## src/rtl/validready2noc_injection_arbiter.sv

```systemverilog
// Round-robin, packet-locked arbiter that funnels NUM_PORTS valid/ready flit
// streams into a single one-entry injection register feeding a NoC router.
module validready2noc_injection_arbiter #(
   parameter int NUM_PORTS  = 4,
   parameter int DATA_WIDTH = 64,
   parameter int PTR_W      = $clog2(NUM_PORTS)
) (
   input  logic                            clk_i,
   input  logic                            rst_i,
   input  logic [NUM_PORTS-1:0]            valid_i,
   output logic [NUM_PORTS-1:0]            ready_o,
   input  logic [NUM_PORTS*DATA_WIDTH-1:0] data_i,
   input  logic [NUM_PORTS-1:0]            last_i,
   output logic [DATA_WIDTH-1:0]           data_o,
   output logic                            valid_o,
   input  logic                            avail_i,
   output logic [PTR_W-1:0]                grant_o,
   output logic                            busy_o
);

   typedef enum logic {IDLE, LOCKED} state_t;

   localparam logic [PTR_W:0]   NUM_PORTS_EXT = (PTR_W+1)'(NUM_PORTS);
   localparam logic [PTR_W-1:0] LAST_PORT     = PTR_W'(NUM_PORTS - 1);

   state_t                state_q;
   state_t                state_d;
   logic [PTR_W-1:0]      rr_ptr_q;
   logic [PTR_W-1:0]      grant_q;
   logic [PTR_W-1:0]      winner;
   logic                  any_req;
   logic                  out_full_q;
   logic [DATA_WIDTH-1:0] data_q;
   logic [DATA_WIDTH-1:0] granted_flit;
   logic                  slot_free;
   logic                  in_xfer;
   logic                  out_xfer;
   logic                  tail_accepted;

   // Search upward from rr_ptr with wrap-around; the first requester wins.
   always_comb begin
      logic [PTR_W:0] cand;
      winner  = '0;
      any_req = 1'b0;
      cand    = '0;
      for (int i = 0; i < NUM_PORTS; i++) begin
         cand = {1'b0, rr_ptr_q} + (PTR_W+1)'(i);
         if (cand >= NUM_PORTS_EXT) begin
            cand = cand - NUM_PORTS_EXT;
         end
         if (!any_req && valid_i[cand[PTR_W-1:0]]) begin
            any_req = 1'b1;
            winner  = cand[PTR_W-1:0];
         end
      end
   end

   assign granted_flit  = data_i[int'(grant_q)*DATA_WIDTH +: DATA_WIDTH];
   assign slot_free     = !out_full_q || avail_i;
   assign in_xfer       = (state_q == LOCKED) && valid_i[grant_q] && slot_free;
   assign out_xfer      = out_full_q && avail_i;
   assign tail_accepted = in_xfer && last_i[grant_q];

   always_ff @(posedge clk_i) begin
      if (rst_i) begin
         state_q <= IDLE;
      end else begin
         state_q <= state_d;
      end
   end

   always_comb begin
      state_d = state_q;
      case (state_q)
         IDLE: begin
            if (any_req) begin
               state_d = LOCKED;
            end
         end
         LOCKED: begin
            if (tail_accepted) begin
               state_d = IDLE;
            end
         end
         default: state_d = IDLE;
      endcase
   end

   // Handshake outputs are forced low during reset so no buffered flit escapes.
   always_comb begin
      ready_o = '0;
      busy_o  = 1'b0;
      valid_o = 1'b0;
      if (!rst_i) begin
         valid_o = out_xfer;
         if (state_q == LOCKED) begin
            busy_o           = 1'b1;
            ready_o[grant_q] = slot_free;
         end
      end
   end

   always_ff @(posedge clk_i) begin
      if (rst_i) begin
         grant_q  <= '0;
         rr_ptr_q <= '0;
      end else if ((state_q == IDLE) && any_req) begin
         grant_q <= winner;
      end else if (tail_accepted) begin
         rr_ptr_q <= (grant_q == LAST_PORT) ? '0 : grant_q + PTR_W'(1);
      end
   end

   // A simultaneous accept and emit reloads the register and keeps it full.
   always_ff @(posedge clk_i) begin
      if (rst_i) begin
         out_full_q <= 1'b0;
         data_q     <= '0;
      end else if (in_xfer) begin
         out_full_q <= 1'b1;
         data_q     <= granted_flit;
      end else if (out_xfer) begin
         out_full_q <= 1'b0;
      end
   end

   assign grant_o = grant_q;
   assign data_o  = data_q;

endmodule

```

## config.mk

```make
export PLATFORM = sky130hd
export DESIGN_NAME = validready2noc_injection_arbiter
export DESIGN_NICKNAME = d
export VERILOG_FILES = /design/src/rtl/validready2noc_injection_arbiter.sv
export SDC_FILE = /design/constraint.sdc
export NUM_CORES = 1
export LEC_CHECK = 0
export CAP_MARGIN = 30
export CORE_AREA = 2 2 133 135
export CTS_CLUSTER_DIAMETER = 100
export DETAILED_ROUTE_END_ITERATION = 10
export DIE_AREA = 0 0 135 137
export SLEW_MARGIN = 20
export SYNTH_ARGS = -nofsm -noshare
export SYNTH_HDL_FRONTEND = slang
export SYNTH_SLANG_ARGS = --single-unit
```

## constraint.sdc

```tcl
create_clock -name clk_i -period 2.7 [get_ports clk_i]
set_input_delay 0.675 -clock clk_i [delete_from_list [all_inputs] [get_ports clk_i]]
set_output_delay 0.675 -clock clk_i [all_outputs]
set_load 0.02 [all_outputs]
```

======== Word-level counts from Yosys, hierarchy flattened ========
Cells that the tools add are included.
Widths: inputs -> output; s select.
word-level totals
  output and inout port bits .............. 72
  input port bits ......................... 267
  word-level logic and storage cells ...... 81
  bits in registers ....................... 70
operators by class
  equality and inequality tests ........... 1
  bitwise gates (word level) .............. 3
  multiplexer cells ....................... 37
  add/subtract/negate cells ............... 8
  reductions and logical operators ........ 16
  magnitude comparators ................... 10
  shifts and indexed selects .............. 1
operators by type and width
  operator             number
  $shiftx 256x9->64    1
  $mux 1               18
  $mux 2               9
  $lt 2x3->1 const B   5
  $bmux 1 s2           6
  $ge 3x3->1 const B   3
  $logic_and 1x1->1    9
  $mux 4               2
  $sub 2x1->2 const B  4
  $add 2x2->3 const B  2
  $and 4x4->4          1
  $logic_not 1->1      4
  $add 2x1->3 const B  1
  $ge 2x3->1 const B   1
  $add 2x1->2 const B  1
  $demux 1 s2          1
  $eq 2x2->1 const B   1
  $ge 2x1->1 const B   1
  $not 1->1            2
  $pmux 1 s2           1
  $reduce_and 2->1     1
  $reduce_bool 2->1    1
  $logic_or 1x1->1     1

======== Longest topological paths before layout ========
  depth after elaboration ................. 17
  mapped depth ............................ 7
  mapped depth without buffers ............ 4

======== Worst setup path before layout ========
No wires, ideal clock.
  path kind ............................... flip-flop to output port
  start ................................... register grant_q[1] (netlist: grant_o[1])
  end ..................................... output ready_o[1]
  slack ................................... 0.433 ns
  path buffers ............................ 2
  required time ........................... 2.025 ns
  arrival time ............................ 1.592 ns
  stages on the path, launching flop included .. 6
  cell sequence ........................... dfxtp_1 buf_2 buf_1 inv_1 ha_1 and3_1
between the ends
  longest elaborated chain between the ends .. 7
  elaborated cells between the ends (all ways) .. 8
  those cells by class .................... order compare: 2; mux: 4; bitwise: 1; reduce/logical: 1
ends and longest elaborated chain
  item                                                            line  source
  start, declared                                                 29    logic [PTR_W-1:0] grant_q;
  start signal, assigned                                          108   grant_q <= winner;
  $lt 2x3->1 (implied by the code) or $ge 2x1->1 (tied branches)  98    ready_o[grant_q] = slot_free;
  $logic_and 1x1->1 (implied by the code)                         98
  $mux 1 (implied by the code)                                    98
  $demux 1 s2 *                                                   98
  $and 4x4->4 (no source line) *                                  -
  $mux 4 *                                                        96    if (state_q == LOCKED) begin
  $mux 4 *                                                        94    if (!rst_i) begin
  end, declared                                                   11    output logic [NUM_PORTS-1:0] ready_o,
Every way passes the cells marked *; elsewhere a longest branch is shown, timed or not.

======== Worst setup path after layout ========
  start ................................... input avail_i
  end ..................................... output valid_o
between the ends
  longest elaborated chain between the ends .. 2
ends and longest elaborated chain
  item               line  source
  start, declared    16    input logic avail_i,
  $logic_and 1x1->1  61    assign out_xfer = out_full_q && avail_i;
  $mux 1             94
  end, declared      15    output logic valid_o,
Every way passes these cells.

==> results <==
-- cell families (layout without fill, tap and decap cells) --
family                   count (synthesis)  count (layout)  synth area share (%)
AND/OR/NAND/NOR                        146             146                  13.9
AO/OA/AOI/OAI                           77              77                  9.67
adder cells (fa/ha/maj)                  4               4                  1.19
multiplexers                            68              68                  35.7
buffers and inverters                   43             371                  6.29
flip-flops                              70              70                  33.2
-- state kept, by name (all words and copies together) (netlist names) --
| register | flops |
|---|---|
| out_full_q | 1 |
| rr_ptr_q | 2 |
| grant_o | 2 |
| state_q | 1 |
| data_o | 64 |
-- worst reg2reg max path: stages (launching register included) --
cell,delay (ps)
sky130_fd_sc_hd__dfxtp_4,470
sky130_fd_sc_hd__buf_4,520
sky130_fd_sc_hd__mux4_2,650
sky130_fd_sc_hd__nand2_1,90
sky130_fd_sc_hd__a21oi_1,70
-- routing by layer --
metal	track usage (%)	part of all wire [%]	vias up
li1	-	-	2140
met1	17.3	35	2106
met2	33.2	54	217
met3	4.41	9.4	17
met4	5.90	1.8	0
met5	0	0	-
-- cell type report --
type / count / area, um^2
clock buffer: 14 / 254
clock inverter: 1 / 30.0
fill: 1593 / 9020
inverter: 7 / 26.3
multi-input combinational: 295 / 2550
sequential: 70 / 1410
tap: 225 / 282
timing repair buffer: 349 / 3480
-- where the power goes --
part | switching, mW | leakage (nW) | internal, mW
clock network | 0.426 | 0.137 | 0.737
logic | 0.439 | 2.07 | 0.713
registers | 0.0498 | 0.573 | 1.11
total | 0.914 | 2.78 | 2.56
-- how the worst min path moves through the flow --
stage                     start           to  slack [ps]
CTS                  data_o[43]   data_o[43]         460
detailed placement   data_o[43]   data_o[43]         450
finish                data_o[7]    data_o[7]         450
global route         data_o[38]   data_o[38]         470
floorplan           rr_ptr_q[0]  rr_ptr_q[0]         460
global placement     data_o[28]   data_o[28]         440
-- per-stage QoR --
stage	total power [mW]	util [%]	setup TNS (ps)
floorplan	1.73	-	0
global placement	2.33	45.5	-58.5
detailed placement	2.35	45.5	-210
CTS	3.53	47.1	0
global route	3.65	47.1	0
finish	3.47	47.1	0
-- synth_stat cells --
cell / count
sky130_fd_sc_hd__a31o_2: 1
sky130_fd_sc_hd__nor3_1: 1
sky130_fd_sc_hd__buf_2: 8
sky130_fd_sc_hd__clkbuf_1: 13
sky130_fd_sc_hd__inv_1: 7
sky130_fd_sc_hd__buf_6: 11
sky130_fd_sc_hd__buf_4: 3
sky130_fd_sc_hd__nor2_1: 4
sky130_fd_sc_hd__and3b_1: 1
sky130_fd_sc_hd__mux2i_1: 2
sky130_fd_sc_hd__o21ai_0: 1
sky130_fd_sc_hd__buf_1: 1
sky130_fd_sc_hd__o221ai_1: 1
sky130_fd_sc_hd__nand3_2: 1
sky130_fd_sc_hd__and3_1: 4
sky130_fd_sc_hd__a31oi_1: 1
sky130_fd_sc_hd__a221oi_2: 1
sky130_fd_sc_hd__o22ai_1: 1
sky130_fd_sc_hd__nand4_1: 1
sky130_fd_sc_hd__nand2_1: 130
sky130_fd_sc_hd__mux4_2: 66
sky130_fd_sc_hd__dfxtp_1: 70
sky130_fd_sc_hd__nor4_1: 1
sky130_fd_sc_hd__nand2b_1: 1
sky130_fd_sc_hd__or3_1: 1
sky130_fd_sc_hd__ha_1: 4
sky130_fd_sc_hd__a21oi_1: 70
sky130_fd_sc_hd__a21o_1: 1
sky130_fd_sc_hd__and3_4: 1
==> metrics.log <==
[metrics] CP max FO: 2
[metrics] Peak supply drop: 305 uV
[metrics] number of vias per cell after detailed routing: around 4.7
[metrics] slack of the critical path: 126 ps
[metrics] layout cells sized above 1: 12.9%
[metrics] maximum number of pins on one net before global-route repair: between 70 and 80
[metrics] Slew @ Worst Pin: 764 ps
[metrics] number of nets in the finished design: between 1000 and 1500
[metrics] capturing point of the worst reg2reg path: data_o[33]
[metrics] unrepaired setup endpoints after global routing: false
[metrics] number of remaining DRC errors: 0
[metrics] quantity of gates resized following cts: 4
[metrics] post-place instance area: 7750 um^2
[metrics] R2R cell count: 4
[metrics] result of the run: completed
[metrics] Placement Rows: 48
[metrics] top achievable clock speed: just under 0.4 GHz
[metrics] GPL Wtd Cong: 0.802
[metrics] CTS Hold Buffers Added: 0
[metrics] hpwl dp: 13.2 mm
[metrics] arrival time reported for the critical path endpoint: 1900 ps
[metrics] number of instances in the synthesized netlist: 408
[metrics] buffer count from post-CTS setup fixing: 0
[metrics] worst hold-check path type: reg2reg
[metrics] instance count on the critical path: 3
[metrics] worst max-slew margin expressed relative to the limit: roughly half
[metrics] Post-Place Setup Slack: -65.7 ps
[metrics] post-route cell area: 8030 um^2
[metrics] biggest area consumer among synthesized cells: sky130_fd_sc_hd__mux4_2
[metrics] detailed router's first-iteration violation count: 155
[metrics] Final setup viols: 0
[metrics] Synth top area share: 35.2%
[metrics] Pleak: between 2 and 3 nW
[metrics] width of the die: 135 um
[metrics] Final Hold Viols: 0
[metrics] Diodes inserted: 0
[metrics] Critical Path Sink Type: primary output
[metrics] final hold slack: 451 ps
[metrics] clock period minus worst slack: 2570 ps
[metrics] top-level port count: 339
[metrics] number of synthesized register bits: 70
[metrics] vias in the first global route: 4742
[metrics] kind of critical path: in2out
[metrics] cell area power density: 432 nW/um^2
[metrics] antenna violations before repair: 0
[metrics] highest-delay cell along the critical path: sky130_fd_sc_hd__clkdlybuf4s50_1
[metrics] placeable core region: 17100 um^2
[metrics] clk sink count: 70
[metrics] Post-Layout Cell Count: 961
[metrics] GRT Util Overall: 17.0%
[metrics] length of the first detailed-routing pass in iterations: 4
[metrics] global-route congestion overflow total: 0
[metrics] via count of the routed design: 4480
[metrics] number of cells on the worst hold path: 2
[metrics] longest individual stage delay on the worst path: ~610 ps
[metrics] worst-case clock skew: about 9.6 ps
[metrics] number of cells after detailed placement: 946
[metrics] worst setup path startpoint: avail_i
[metrics] FF-to-FF Start: grant_o[0]
[metrics] worst skew pair latency: roughly 330 ps
[metrics] number of buffers created by CTS: 9
[metrics] family with the most delay on the worst path: buffers and inverters
[metrics] Wirelength per Cell: 17.2 um
[metrics] distinct cell type count of the synthesized netlist: 29
[metrics] Critical path destination: valid_o
[metrics] root buffer cell: sky130_fd_sc_hd__clkbuf_16
[metrics] flop-to-flop setup slack: about 760 ps
[metrics] number of maximum-capacitance violations: 0
[metrics] Mean Syn Cell Area: roughly 10 um^2
[metrics] starting density of the core: about a quarter
[metrics] commonest non-fill, non-tap cells in the layout: sky130_fd_sc_hd__clkdlybuf4s50_1 (333), sky130_fd_sc_hd__nand2_1 (130), sky130_fd_sc_hd__a21oi_1 (70)
[metrics] IO buf count: 338
[metrics] area added between synthesis and finish: 90.4%
[metrics] maximum clock path buffer count: 2
[metrics] most area-consuming cells after synthesis: sky130_fd_sc_hd__mux4_2 (35%), sky130_fd_sc_hd__dfxtp_1 (33%), sky130_fd_sc_hd__nand2_1 (12%)
[metrics] critical path buffer and inverter count: 2
[metrics] DRT Wirelength: 16.6 mm
[metrics] required time worst endpoint: 2030 ps
[metrics] warning count from the yosys run: 0
[metrics] leading cell type in the layout, fill and taps excluded: sky130_fd_sc_hd__clkdlybuf4s50_1
[metrics] height of the die: between 100 and 150 um
[metrics] proportion of synthesized chip area in sequential cells: between 30 and 40%
[metrics] CTS tree: yes
[metrics] Worst path most repeated cell: sky130_fd_sc_hd__clkdlybuf4s50_1
[metrics] first-pass GRT wire length: about 24 mm
[metrics] Synth Cell Area: 4220 um^2
[metrics] H-tree level count: 3
[metrics] final-report max-slew violation count: 0
[metrics] clock slew at reported path FFs: approximately 50 ps
[metrics] count of nets left with antenna violations after detail routing: 0
[metrics] kind of start point of the critical path: input pin
[metrics] overall die area: approximately 18000 um^2
[metrics] net count after synthesis: 679
[metrics] cell-by-cell listing of the critical path: clkdlybuf4s50_1 -> and3b_1 -> clkdlybuf4s50_1
[metrics] final clock period utilization by the worst path: 95.3%
Power figures use the tool's default switching activity.
